**src/rtl/rom_arbiter_pkg.sv**
```systemverilog
// Shared encodings for the program-ROM arbiter and later shared-memory arbiters.
// Holds the FSM state and owner encodings and the active-low strobe levels.
`timescale 1ns/1ps
package rom_arbiter_pkg;

    typedef enum logic [1:0] {
        IDLE    = 2'd0,
        GRANTED = 2'd1,
        ISSUE   = 2'd2,
        WAIT    = 2'd3
    } arb_state_t;

    typedef enum logic {
        OWNER_M0 = 1'b0,
        OWNER_M1 = 1'b1
    } owner_t;

    localparam logic ENABLE_  = 1'b0;
    localparam logic DISABLE_ = 1'b1;

    localparam int BURST_W = 8;

    function automatic owner_t other_owner(input owner_t o);
        if (o == OWNER_M0) begin
            return OWNER_M1;
        end else begin
            return OWNER_M0;
        end
    endfunction

endpackage

```
**src/rtl/rom_arb_rr.sv**
```systemverilog
// Two-way round-robin selector: remembers the last owner and, on a tie,
// picks the other master. req is active-high here.
`timescale 1ns/1ps
module rom_arb_rr
    import rom_arbiter_pkg::*;
(
    input  logic       clk,
    input  logic       reset,
    input  logic [1:0] req,
    input  logic       update,
    input  owner_t     owner,
    output owner_t     sel
);

    owner_t last_owner;

    // last_owner starts at M1 so M0 wins the first tie
    always_ff @(posedge clk) begin
        if (reset) begin
            last_owner <= OWNER_M1;
        end else if (update) begin
            last_owner <= owner;
        end else begin
            last_owner <= last_owner;
        end
    end

    // selection: single requester wins, tie goes to the non-last owner
    always_comb begin
        sel = OWNER_M0;
        case (req)
            2'b01:   sel = OWNER_M0;
            2'b10:   sel = OWNER_M1;
            2'b11:   sel = other_owner(last_owner);
            default: sel = OWNER_M0;
        endcase
    end

endmodule

```
**src/rtl/rom_arbiter.sv**
```systemverilog
// Two-master arbiter for the single-port program ROM: round-robin grants,
// one-cycle cs_/as_ strobe per access, burst limit when the other master waits.
`timescale 1ns/1ps
module rom_arbiter
    import rom_arbiter_pkg::*;
#(
    parameter int ADDR_W    = 11,
    parameter int DATA_W    = 32,
    parameter int MAX_BURST = 8
) (
    input  logic              clk,
    input  logic              reset,
    input  logic              m0_req_,
    input  logic              m0_as_,
    input  logic [ADDR_W-1:0] m0_addr,
    output logic              m0_grnt_,
    output logic              m0_rdy_,
    output logic [DATA_W-1:0] m0_rd_data,
    input  logic              m1_req_,
    input  logic              m1_as_,
    input  logic [ADDR_W-1:0] m1_addr,
    output logic              m1_grnt_,
    output logic              m1_rdy_,
    output logic [DATA_W-1:0] m1_rd_data,
    output logic              rom_cs_,
    output logic              rom_as_,
    output logic [ADDR_W-1:0] rom_addr,
    input  logic [DATA_W-1:0] rom_rd_data,
    input  logic              rom_rdy_
);

    arb_state_t           state;
    owner_t               owner;
    owner_t               next_owner;
    logic [BURST_W-1:0]   burst_cnt;
    logic                 own_req;
    logic                 own_as;
    logic [ADDR_W-1:0]    own_addr;
    logic                 other_req;
    logic                 at_limit;
    logic                 release_grant;
    logic [1:0]           req_vec;

    // owner-relative views of the master inputs and the release decision
    always_comb begin
        req_vec = {m1_req_ == ENABLE_, m0_req_ == ENABLE_};
        if (owner == OWNER_M0) begin
            own_req   = (m0_req_ == ENABLE_);
            own_as    = (m0_as_  == ENABLE_);
            own_addr  = m0_addr;
            other_req = (m1_req_ == ENABLE_);
        end else begin
            own_req   = (m1_req_ == ENABLE_);
            own_as    = (m1_as_  == ENABLE_);
            own_addr  = m1_addr;
            other_req = (m0_req_ == ENABLE_);
        end
        at_limit      = (burst_cnt == BURST_W'(MAX_BURST));
        release_grant = (state == GRANTED) && (!own_req || (at_limit && other_req));
    end

    rom_arb_rr u_rr (
        .clk    (clk),
        .reset  (reset),
        .req    (req_vec),
        .update (release_grant),
        .owner  (owner),
        .sel    (next_owner)
    );

    // arbitration and access sequencing FSM with registered grants/strobes
    always_ff @(posedge clk) begin
        if (reset) begin
            state     <= IDLE;
            owner     <= OWNER_M0;
            m0_grnt_  <= DISABLE_;
            m1_grnt_  <= DISABLE_;
            rom_cs_   <= DISABLE_;
            rom_as_   <= DISABLE_;
            rom_addr  <= '0;
            burst_cnt <= '0;
        end else begin
            case (state)
                IDLE: begin
                    if (req_vec != 2'b00) begin
                        owner    <= next_owner;
                        m0_grnt_ <= (next_owner == OWNER_M0) ? ENABLE_ : DISABLE_;
                        m1_grnt_ <= (next_owner == OWNER_M1) ? ENABLE_ : DISABLE_;
                        state    <= GRANTED;
                    end
                end
                GRANTED: begin
                    if (release_grant) begin
                        m0_grnt_  <= DISABLE_;
                        m1_grnt_  <= DISABLE_;
                        burst_cnt <= '0;
                        state     <= IDLE;
                    end else if (own_as) begin
                        rom_addr <= own_addr;
                        rom_cs_  <= ENABLE_;
                        rom_as_  <= ENABLE_;
                        state    <= ISSUE;
                    end
                end
                ISSUE: begin
                    rom_cs_ <= DISABLE_;
                    rom_as_ <= DISABLE_;
                    if (!at_limit) begin
                        burst_cnt <= burst_cnt + 8'd1;
                    end
                    state <= WAIT;
                end
                WAIT: begin
                    if (rom_rdy_ == ENABLE_) begin
                        state <= GRANTED;
                    end
                end
                default: begin
                    state <= IDLE;
                end
            endcase
        end
    end

    // ROM ready and data pass straight through to the owner while waiting
    always_comb begin
        m0_rdy_    = DISABLE_;
        m1_rdy_    = DISABLE_;
        m0_rd_data = '0;
        m1_rd_data = '0;
        if (state == WAIT && rom_rdy_ == ENABLE_) begin
            if (owner == OWNER_M0) begin
                m0_rdy_    = ENABLE_;
                m0_rd_data = rom_rd_data;
            end else begin
                m1_rdy_    = ENABLE_;
                m1_rd_data = rom_rd_data;
            end
        end else begin
            m0_rdy_ = DISABLE_;
            m1_rdy_ = DISABLE_;
        end
    end

endmodule

```
**config.mk**
```make
export PLATFORM = sky130hd
export DESIGN_NAME = rom_arbiter
export DESIGN_NICKNAME = d
export VERILOG_FILES = /design/src/rtl/rom_arbiter_pkg.sv /design/src/rtl/rom_arb_rr.sv /design/src/rtl/rom_arbiter.sv
export SDC_FILE = /design/constraint.sdc
export NUM_CORES = 1
export LEC_CHECK = 0
export CORE_AREA = 2 2 88 90
export DETAILED_ROUTE_END_ITERATION = 10
export DIE_AREA = 0 0 90 92
export PLACE_DENSITY = 0.65
export SLEW_MARGIN = 20
export SYNTH_ARGS = -nofsm -noshare
export SYNTH_HDL_FRONTEND = slang
export SYNTH_SLANG_ARGS = --single-unit
```
**constraint.sdc**
```tcl
create_clock -name clk -period 2 [get_ports clk]
set_input_delay 0.3 -clock clk [delete_from_list [all_inputs] [get_ports clk]]
set_output_delay 0.3 -clock clk [all_outputs]
set_load 0.05 [all_outputs]
```
# == Word-level counts from Yosys, hierarchy flattened ==
# Index checks and enable logic that the tools add are counted.
# classes
addsub,1
n_eq_ne,13
muxes,32
bitwise_logic,6
n_reduce_logical,15
# op_table
cell,n
$mux 32,4
$mux 8,2
$pmux 8 s2,1
$mux 1,15
$reduce_and 3->1,5
$ne 2x2->1 const B,6
$mux 11,1
$add 8x1->8 const B,1
$eq 2x2->1 const B,4
$eq 8x4->1 const B,1
$mux 2,4
$pmux 1 s2,4
$pmux 2 s4,1
$not 1->1,6
$reduce_bool 2->1,3
$logic_and 1x1->1,3
$ne 3x3->1 const B,1
$eq 2x1->1 const B,1
$logic_not 2->1,1
$reduce_and 2->1,1
$logic_not 1->1,1
$logic_or 1x1->1,1
# word_totals
regBits,26

# == Depth between registers and ports, before layout ==
# logic_depth
depth_word,7
mapped_depth,8
ltp_nobuf,7

# == Hierarchy ==
# A second synthesis with hierarchy kept.
# unflattened
hier_cells,231
area_unflattened_um2,1924.3
# by_module_without_submodules
mod,n_inst,cells_per_inst,area_per_inst_um2,seq_area_each_um2
rom_arbiter,1,227,1881.8,500.5
rom_arb_rr,1,4,42.5,20.0

# == Worst setup path after synthesis ==
# OpenSTA, ideal clock, no wires.
# synth_timing
kind,register to register
start,register burst_cnt[0]
end,register burst_cnt[7]
arrival_ns,2.071
required_time_ns,1.930
slack_ns,-0.140
path_stages_with_launch,8
n_path_buf,0
synth_period_minus_slack_ns,2.140
cell_sequence,dfxtp_1 -> inv_1 -> ha_1 -> or4b_4 -> o31ai_4 -> a22oi_2 -> or4_1 -> a21oi_1
# synth_via
elab_chain_len,6
elab_cells_between_ends,10
# synth_rtl
element,line,rtl
from (decl),rom_arbiter.sv:35,logic [BURST_W-1:0] burst_cnt;
from (signal assigned),rom_arbiter.sv:109,burst_cnt <= burst_cnt + 8'd1;
"parallel branches: the longest is 6 deep, another holds $add 8x1->8",-,
# Several ways; the timed one is not identified. The select of a mux whose other input is x is not followed.
# A chain may end at the register's enable or synchronous reset.

# == Worst setup path in the final report ==
# layout_timing
start,register burst_cnt[0]
end,register burst_cnt[2]
# The elaborated chain is that of the path after synthesis.

==> impl_metrics.sql <==
INSERT INTO impl_metrics (metric_group, metric, value, unit) VALUES
('global_routing', 'groute.usage.overall', '16.47', '%'),
('global_routing', 'number_of_antenna_violations_at_the_first_check_in_global_routing', '0', ''),
('detailed_routing', 'route.detailed.wl_per_inst', '14.25', 'um'),
('detailed_routing', 'vias', '2189', ''),
('sta', 'finClkSkew', '1.632', 'ps'),
('critical_path', 'critical_path.startpoint', 'burst_cnt[0]$_SDFFE_PP0P_', ''),
('finish', 'antennaDiodeCount', '0', ''),
('cts', 'tritoncts', 'yes', ''),
('logic_synthesis', 'netlist.area_leader.share', '28.89', '%'),
('global_routing', 'gr-total-overflow', '0', ''),
('placed_design', 'port-buffer-count', '141', ''),
('detailed_routing', 'routed_wirelength', '6942', 'um'),
('detailed_routing', 'drt-vias-per-instance', '4.495', ''),
('logic_synthesis', 'post-synth-top-count-cell', 'sky130_fd_sc_hd__and2_1', ''),
('floorplan', 'fp.dieArea', '8280', 'sq um'),
('logic_synthesis', 'yosys-top-cells-area', 'sky130_fd_sc_hd__dfxtp_1 (29%), sky130_fd_sc_hd__and2_1 (22%), sky130_fd_sc_hd__mux2i_1 (6.7%), sky130_fd_sc_hd__a211oi_1 (5.0%), sky130_fd_sc_hd__ha_1 (4.9%)', ''),
('critical_path', 'reg2reg_to', 'burst_cnt[2]$_SDFFE_PP0P_', ''),
('outcome', 'failed_checks', 'setup timing', ''),
('critical_path', 'timing.critical_path.to_type', 'flip-flop', ''),
('logic_synthesis', 'synth_seq_cells', '26', ''),
('logic_synthesis', 'part_of_the_yosys_area_used_for_sequential_elements', '28.89', '%'),
('finish', 'layout-drive-gt1-share', '31.95', '%'),
('placed_design', 'detailedPlacementHpwl', '5761', 'um'),
('global_routing', 'grt_pass1_vias', '2156', ''),
('cts', 'cts_inserted_buffers', '3', ''),
('detailed_routing', 'route.antenna.remaining_nets', '0', ''),
('critical_path', 'r2r_slack', '-60', 'ps'),
('cts', 'clockRootBuffer', 'sky130_fd_sc_hd__clkbuf_8', ''),
('floorplan', 'vertical_die_dimension', '92', 'um'),
('critical_path', 'critical_path.max_fanout', '8', ''),
('cts', 'clk_transition_reported_paths', '90', 'ps'),
('outcome', 'outcome', 'finished, violations left', ''),
('logic_synthesis', 'async_reset_ff_share', '0', '%'),
('floorplan', 'initial_core_util', '24.19', '%'),
('floorplan', 'top_level_i_o_count', '142', ''),
('job', 'drv_cap', '0', ''),
('critical_path', 'cp_arrival', '2270', 'ps'),
('sta', 'final_hold_viols', '0', ''),
('floorplan', 'dieWidth', '90', 'um'),
('critical_path', 'critPathRequiredTime', '2210', 'ps'),
('logic_synthesis', 'postSynth.topFlopCell', 'sky130_fd_sc_hd__dfxtp_1', ''),
('logic_synthesis', 'ys_warn_count', '0', ''),
('logic_synthesis', 'synth_enable_flop_cells', '0', ''),
('cts', 'postCtsHoldBufs', '0', ''),
('critical_path', 'cp-start-kind', 'flip-flop', ''),
('sta', 'final.hold.worst_slack', '493.0', 'ps'),
('pwr', 'power.ir.vdd_worst', '0.2485', 'mV'),
('floorplan', 'core-area', '7447', 'sq um'),
('critical_path', 'timing.critical_path.cells', 'inv_2 -> ha_1 -> or4b_4 -> o31ai_4 -> a22oi_2 -> buf_4 -> or3_4 -> a21oi_2', ''),
('cts', 'ctsHtreeMaxLevel', '1', ''),
('critical_path', 'worst_path_max_delay_cell', 'sky130_fd_sc_hd__or4b_4', ''),
('cts', 'clock_tree.buffer_depth', '2', ''),
('critical_path', 'worst_r2r_path_depth', '8', ''),
('detailed_routing', 'drc_errors', '0', ''),
('global_routing', 'grt_max_degree', '34', ''),
('sta', 'report.final.setup_viol', '4', ''),
('critical_path', 'critPathCapture', 'burst_cnt[2]$_SDFFE_PP0P_', ''),
('sta', 'finalMaxSlewViolations', '0', ''),
('sta', 'worst-slew-pin-transition', '572.8', 'ps'),
('pwr', 'power.static_leakage', '1.645', 'nW'),
('sta', 'max-slew-margin-rel', '61.69', '%'),
('logic_synthesis', 'synthesis.area', '1802', 'sq um'),
('placed_design', 'gp_routability_congestion', '0.7857', ''),
('logic_synthesis', 'mappedNetlistNets', '296', ''),
('detailed_routing', 'drtPass1Iterations', '4', ''),
('cts', 'clock_insertion_delay_at_the_later_pin_of_the_skew_report', '270', 'ps'),
('logic_synthesis', 'syn_inst', '228', ''),
('sta', 'finalWorstPathRequiredPeriod', '2061', 'ps'),
('logic_synthesis', 'synth_cell_types', '38', ''),
('sta', 'final.setup.worst_slack', '-60.90', 'ps'),
('logic_synthesis', 'post_synth.cell_area_avg', '7.902', 'sq um');
[per-layer routing]
layer  share of wire (%)  global-route usage (%)  vias to the layer above
li1                    -                       -                     1096
met1                  41                   19.42                      999
met2                  52                   30.33                       88
met3                 6.0                   3.533                        6
met4                 1.1                   4.103                        0
met5                   0                       0                        -
[power by group]
part	total [W]	switching (W)	internal [W]	leakage, nW
clock network	0.000337	0.000161	0.000176	0.0288
logic	0.000541	0.000271	0.000270	1.40
registers	0.000570	0.0000203	0.000549	0.213
total	0.00145	0.000452	0.000995	1.64
[worst min path at each step]
stage | start | endpoint | slack (ps) | depth (start not counted)
6_report | burst_cnt[7]$_SDFFE_PP0P_ | burst_cnt[7]$_SDFFE_PP0P_ | 490 | 2
5_1_grt | burst_cnt[7]$_SDFFE_PP0P_ | burst_cnt[7]$_SDFFE_PP0P_ | 520 | 2
4_1_cts | burst_cnt[7]$_SDFFE_PP0P_ | burst_cnt[7]$_SDFFE_PP0P_ | 500 | 2
3_5_place_dp | burst_cnt[7]$_SDFFE_PP0P_ | burst_cnt[7]$_SDFFE_PP0P_ | 480 | 2
3_3_place_gp | burst_cnt[7]$_SDFFE_PP0P_ | burst_cnt[7]$_SDFFE_PP0P_ | 470 | 2
2_1_floorplan | burst_cnt[7]$_SDFFE_PP0P_ | burst_cnt[7]$_SDFFE_PP0P_ | 450 | 2
[logic make-up after synthesis]
kind of cell | after synthesis | synth area share, %
muxes | 13 | 7.292
and+or+nand+nor | 115 | 37.01
adders and majority gates | 7 | 4.861
AOI/OAI and AO/OA | 44 | 16.74
DFF | 26 | 28.89
buffers and inverters | 23 | 5.208
[area by class of cell]
cell class | instances | area, sq um
Clock buffer | 4 | 55.05
Timing Repair Buffer | 167 | 2278
Inverter | 9 | 33.78
Fill cell | 637 | 3171
Multi-Input combinational cell | 179 | 1256
Sequential cell | 26 | 525.5
Tap cell | 102 | 127.6
[worst max-delay path, delay by kind of cell (launching register included)]
| kind | cells | cell delay, ps |
|---|---|---|
| compound gates | 3 | 500 |
| fa+ha+maj | 1 | 130 |
| buf+inv | 2 | 230 |
| flops | 1 | 330 |
| simple gates | 2 | 810 |
[repair_timing]
action                     CTS  global route
setup buffers                1             2
hold endpoints to repair     0             0
gates cloned                 0             2
pin swaps                    2             3
setup endpoints to repair    6            59
gates resized for setup      1            21
[state kept, by name, indices dropped and copies added, names as in the netlist]
register	flops
m1_grnt_	1
owner	1
rom_as_	1
u_rr.last_owner	1
state	2
m0_grnt_	1
burst_cnt	8
rom_addr	11
[cell usage in the layout (no fill, tap or decap), types with 2 or more instances in the layout]
| cell | count |
|---|---|
| sky130_fd_sc_hd__clkdlybuf4s50_1 | 75 |
| sky130_fd_sc_hd__buf_12 | 66 |
| sky130_fd_sc_hd__and2_1 | 63 |
| sky130_fd_sc_hd__buf_4 | 23 |
| sky130_fd_sc_hd__dfxtp_1 | 22 |
| sky130_fd_sc_hd__nor2_1 | 15 |
| sky130_fd_sc_hd__a211oi_1 | 12 |
| sky130_fd_sc_hd__mux2i_1 | 11 |
| sky130_fd_sc_hd__nand3_1 | 9 |
| sky130_fd_sc_hd__inv_1 | 8 |
| sky130_fd_sc_hd__o21ai_0 | 8 |
| sky130_fd_sc_hd__a21oi_1 | 8 |
| sky130_fd_sc_hd__nand2_1 | 7 |
| sky130_fd_sc_hd__ha_1 | 5 |
| sky130_fd_sc_hd__or3_1 | 4 |
| sky130_fd_sc_hd__a21oi_2 | 4 |
| sky130_fd_sc_hd__dfxtp_2 | 4 |
| sky130_fd_sc_hd__clkbuf_8 | 4 |
| sky130_fd_sc_hd__nor3_1 | 3 |
| sky130_fd_sc_hd__buf_6 | 3 |
| sky130_fd_sc_hd__nand3b_1 | 2 |
| sky130_fd_sc_hd__o21bai_1 | 2 |
| sky130_fd_sc_hd__ha_2 | 2 |
[metrics by stage]
step | setup WS, ps | util (%) | cells | total power [W] | instance area [sq um]
5_1_grt | -175.1 | 57.43 | 487 | 0.001525 | 4277
6_report | -60.90 | 57.43 | 487 | 0.001447 | 4277
3_5_place_dp | -238.8 | 55.21 | 478 | 0.001104 | 4111
4_1_cts | -77.76 | 56.13 | 483 | 0.001449 | 4180
3_3_place_gp | -199.5 | 55.21 | 478 | 0.001089 | 4111
2_1_floorplan | 8.187 | - | 228 | 0.0008378 | 1807
Power figures use the tool's default switching activity.
==> variant 1 (config.mk and constraints unchanged) <==
The parameter `ADDR_W` goes from 11 to 12.
--- a/src/rtl/rom_arbiter.sv
+++ b/src/rtl/rom_arbiter.sv
@@ -4,7 +4,7 @@
 module rom_arbiter
     import rom_arbiter_pkg::*;
 #(
-    parameter int ADDR_W    = 11,
+    parameter int ADDR_W    = 12,
     parameter int DATA_W    = 32,
     parameter int MAX_BURST = 8
 ) (
Ports: changed (resized m0_addr, m1_addr and rom_addr); port bits go from 142 to 145. No check against the original RTL was run, so the function may have changed too.
==> variant 1 against the original RTL <==
- the flow still finishes with violations (setup timing)
- total power hardly changed
- sequential power is 4.0% higher
- hold slack gained 0.0016 ns
- maximum frequency shrank 4.6%
- clock skew up 0.0040 ns
- setup slack worse by 0.099 ns
- wire length up 9.6%
- synthesized area up 4.1%
- highest routed layer unchanged
- non-clock buffer count up 11
- sequential cell count grew 1
- combinational power is essentially flat
- design area grew 6.0%
==> variant 1: results (changes against the original RTL) <==
* Detailed placement HPWL at 5980 um (was 5760 um)
* CTS HTree Levels at 1 (unchanged)
* Worst r2r src: burst_cnt[1] (was burst_cnt[0])
* Most instantiated cells after synthesis: 64 x and2_1, 27 x dfxtp_1, 19 x nor2_1 (was 64 x and2_1, 26 x dfxtp_1, 15 x nor2_1)
* GRT met1 Usage at 0.199 (was 0.194)
* Grt met2 use at 0.322 (was 0.303)
* Clock skew at 0.00559 ns (was 0.00163 ns)
* Register area share after synthesis at 0.288 (was 0.289)
* Via count at 2331 (was 2189)
* Net Count, Synth at 305 (was 296)
* Layout net count at 473 (was 454)
* DP Cell Count at 490 (was 478)
* Final WS setup at -0.160 ns (was -0.0609 ns)
* Final setup viols at 8 (was 4)
* Worst-path fanout max at 6 (was 8)
* Status: finished with violations (unchanged)
* Uppermost layer routed: met4 (unchanged)
* Pleak at 1.76 nW (was 1.64 nW)
* Worst hold slack at 0.495 ns (was 0.493 ns)
* Met3 usage at 0.0386 (was 0.0353)
* Regs by FF count: rom_addr x12, burst_cnt x8, state x2 (was rom_addr x11, burst_cnt x8, state x2)
* Drt total wl at 7610 um (was 6940 um)
* Layout Cells excl Fill at 504 (was 487)
* Setup WS pre-CTS at -0.239 ns (about the same)
* Failing checks: setup timing (unchanged)
* Synth area leaders: dfxtp_1 29%, and2_1 21%, mux2i_1 7.5%, a211oi_1 5.2%, ha_1 4.7% (was dfxtp_1 29%, and2_1 22%, mux2i_1 6.7%, a211oi_1 5.0%, ha_1 4.9%)
* First-pass GRT wire length at 11600 um (was 11000 um)
* Met3 wire length at 492 um (was 415 um)
* Total Routing Usage GR at 0.172 (was 0.165)
* Initial drt markers at 40 (was 42)
* WL met2 at 3910 um (was 3580 um)
* PortBufs at 144 (was 141)
* CP arrival at 2.37 ns (was 2.27 ns)
* R2r endpoint: burst_cnt[5] (was burst_cnt[2])
* Synth unique cells at 40 (was 38)
* Root Driver: clkbuf_8 (unchanged)
* Layout cells sized above 1 at 0.391 (was 0.319)
* Peak supply drop at 215 uV (was 248 uV)
* GP Congestion at 0.813 (was 0.786)
* Wl on met1 at 3110 um (was 2870 um)
* Pin count of the biggest net entering global routing at 27 (was 34)
* CP delay by family, top: simple AND/OR/NAND/NOR gates (unchanged)
* Post-synthesis cell count at 235 (was 228)
==> variant 1: layout make-up <==
cell class / count / area, um2
Fill cell: 633 / 2910
Timing Repair Buffer: 178 / 2380
Sequential cell: 27 / 549
Tap cell: 102 / 128
Multi-Input combinational cell: 182 / 1390
Inverter: 11 / 41.3
Clock buffer: 4 / 45.0
==> variant 1: power by group <==
part / internal, mW / total [mW] / switching, mW
sequential: 0.569 / 0.593 / 0.0243
combinational: 0.273 / 0.543 / 0.270
clock: 0.143 / 0.313 / 0.170
==> variant 1: cell families (layout without fill, tap and decap cells) <==
kind of cell | Yosys count | count (layout) | share of synthesized area
and+or+nand+nor | 116 | 116 | 0.360
AOI/OAI and AO/OA | 42 | 42 | 0.155
DFF | 27 | 27 | 0.288
buffers and inverters | 26 | 193 | 0.0574
muxes | 17 | 17 | 0.0927
adders and majority gates | 7 | 7 | 0.0467
==> variant 1: timing repair <==
| action | in CTS | in global routing |
|---|---|---|
| setup endpoints to repair | 43 | 84 |
| pin swaps | 1 | 2 |
| resized for setup | 8 | 47 |
| gates cloned | 1 | 3 |
| buffers inserted | 4 | 2 |
==> variant 1: how the worst max path moves through the flow <==
stage,startpoint,to,cells past startpoint
floorplan,burst_cnt[1],burst_cnt[1],8
global placement,m1_req_,burst_cnt[1],8
detailed placement,m1_req_,burst_cnt[1],8
CTS,burst_cnt[1],burst_cnt[5],8
global route,burst_cnt[1],burst_cnt[3],8
finish,burst_cnt[1],burst_cnt[5],8
==> variant 1: metrics by stage <==
stage	setup TNS, ns	instance area, um2
6_report	-0.830	4530
5_1_grt	-1.89	4530
4_1_cts	-0.527	4350
3_5_place_dp	-2.71	4230
3_3_place_gp	-2.11	4230
2_1_floorplan	-0.0434	1880
==> variant 2 (same settings) <==
Without the edit above. Make the reset (`reset`) asynchronous in 2 clocked blocks.
--- a/src/rtl/rom_arb_rr.sv
+++ b/src/rtl/rom_arb_rr.sv
@@ -15,7 +15,7 @@
     owner_t last_owner;
 
     // last_owner starts at M1 so M0 wins the first tie
-    always_ff @(posedge clk) begin
+    always_ff @(posedge clk or posedge reset) begin
         if (reset) begin
             last_owner <= OWNER_M1;
         end else if (update) begin
--- a/src/rtl/rom_arbiter.sv
+++ b/src/rtl/rom_arbiter.sv
@@ -69,7 +69,7 @@
     );
 
     // arbitration and access sequencing FSM with registered grants/strobes
-    always_ff @(posedge clk) begin
+    always_ff @(posedge clk or posedge reset) begin
         if (reset) begin
             state     <= IDLE;
             owner     <= OWNER_M0;
Function: differs if reset is asserted again (counterexample within 4 cycles, from zero or initial values and one cycle with reset high); with reset held inactive, the same outputs for 10 cycles.
==> variant 2 against the original RTL <==
- register-to-register slack better by 0.23 ns
- design area up 3.7%
- wire length up 4.8%
- sequential cell count unchanged
- count of clock-buffer cells in the layout unchanged
- synthesized cell count down 5.3%
- setup slack better by 0.074 ns
- synthesized area up 4.0%
- critical endpoint is now m0_rd_data[8]
Power is not compared: it rests on default switching activity, and its combinational part moved more than twofold at a synthesized area within 25%.
==> variant 2: results (changes against the original RTL) <==
* CP delay by family, top: buffers and inverters (was simple AND/OR/NAND/NOR gates)
* Worst path max stage delay at 0.42 ns (was 0.49 ns)
* Post-DR wirelength/cell at 15.6 um (was 14.3 um)
* Worst-skew pair later-pin latency at 0.27 ns (about the same)
* Status: complete, no violations (was finished with violations)
* Hold Crit Class: primary input to asynchronous set/reset pin (was register to register)
* Post-synthesis cell count at 216 (was 228)
* Total Routing Usage GR at 0.153 (was 0.165)
* Slew @ Worst Pin at 0.531 ns (was 0.573 ns)
* Detailed placement HPWL at 5380 um (was 5760 um)
* Post-DP Area at 0.00410 mm2 (was 0.00411 mm2)
* Post-synth ARST share at 1.00 (was 0)
* First-pass GRT wire length at 10300 um (was 11000 um)
* Register area share after synthesis at 0.350 (was 0.289)
* CTS HTree Levels at 1 (unchanged)
* Clock buffer depth at 2 (unchanged)
* NetSw at 1.49 mW
* Setup WS pre-CTS at 0.0538 ns (was -0.239 ns)
* Net Count, Synth at 284 (was 296)
* Largest area contributor in the netlist: dfrtp_1 (was dfxtp_1)
* Synth unique cells at 39 (was 38)
* Drt pass-1 iters at 4 (unchanged)
* Most instantiated cells after synthesis: 65 x and2_1, 22 x dfrtp_1, 18 x nor2_1 (was 64 x and2_1, 26 x dfxtp_1, 15 x nor2_1)
* Initial antenna violation count at 0 (unchanged)
* Via density at 4.42 (was 4.49)
* Fillers at 627 (was 637)
* Worst-path clk slew at 0.09 ns (about the same)
* Layout cells sized above 1 at 0.449 (was 0.319)
* Seq. pwr at 0.850 mW
* DP Cell Count at 456 (was 478)
* Synth area leaders: dfrtp_1 29%, and2_1 22%, mux2i_1 7.5%, dfstp_2 5.6%, ha_1 4.7% (was dfxtp_1 29%, and2_1 22%, mux2i_1 6.7%, a211oi_1 5.0%, ha_1 4.9%)
* Layout net count at 434 (was 454)
* CP max stage cell: dfrtp_1 (was or4b_4)
* Root Driver: clkbuf_8 (unchanged)
* Clock skew at 0.00632 ns (was 0.00163 ns)
* Pleak at 1.86 nW
* CTS Buf Count at 3 (unchanged)
* Initial drt markers at 49 (was 42)
* GP Congestion at 0.793 (was 0.786)
* Layout Cells excl Fill at 467 (was 487)
* Vias in the first global route at 2032 (was 2156)
* CP arrival at 1.69 ns (was 2.27 ns)
-- variant 2: what timing repair did --
action | in CTS | in global routing
setup endpoints to repair | 17 | 62
hold endpoints to repair | 0 | 0
resized for setup | 1 | 67
pin swaps | 0 | 23
cloned | 0 | 4
buffers inserted | 1 | 2
-- variant 2: final timing paths --
| path | startpoint | to | slack, ns | cells after the start |
|---|---|---|---|---|
| min | reset | rom_addr[5] | 0.37 | 3 |
| max in group asynchronous | reset | m1_grnt_ | 1.34 | 3 |
| max reg2reg | state[0] | burst_cnt[7] | 0.17 | 7 |
| max | state[1] | m0_rd_data[8] | 0.01 | 6 |
| min reg2reg | rom_as_ | rom_as_ | 0.49 | 2 |
| min in group clk | rom_as_ | rom_as_ | 0.49 | 2 |
-- variant 2: logic make-up after synthesis --
kind of cell               share of synthesized area
and+or+nand+nor                                0.339
AOI/OAI and AO/OA                              0.115
DFF                                            0.350
buffers and inverters                         0.0481
muxes                                         0.0821
adders and majority gates                     0.0467
xor gates and xnor gates                      0.0187
-- variant 2: area by class of cell --
class | instances | area, um2 | area share
Timing Repair Buffer | 157 | 2260 | 0.509
Multi-Input combinational cell | 169 | 1300 | 0.294
Sequential cell | 26 | 656 | 0.148
Tap cell | 102 | 128 | 0.0288
Clock buffer | 4 | 55.1 | 0.0124
Inverter | 9 | 33.8 | 0.00762
-- variant 2: routing by layer --
layer / part of all wire / wire length [um] / vias up / global-route usage
li1: - / - / 1019 / -
met1: 0.39 / 2850 / 995 / 0.182
met2: 0.56 / 4060 / 44 / 0.291
met3: 0.038 / 277 / 8 / 0.0329
met4: 0.012 / 86 / 0 / 0.0167
met5: 0 / 0 / - / 0
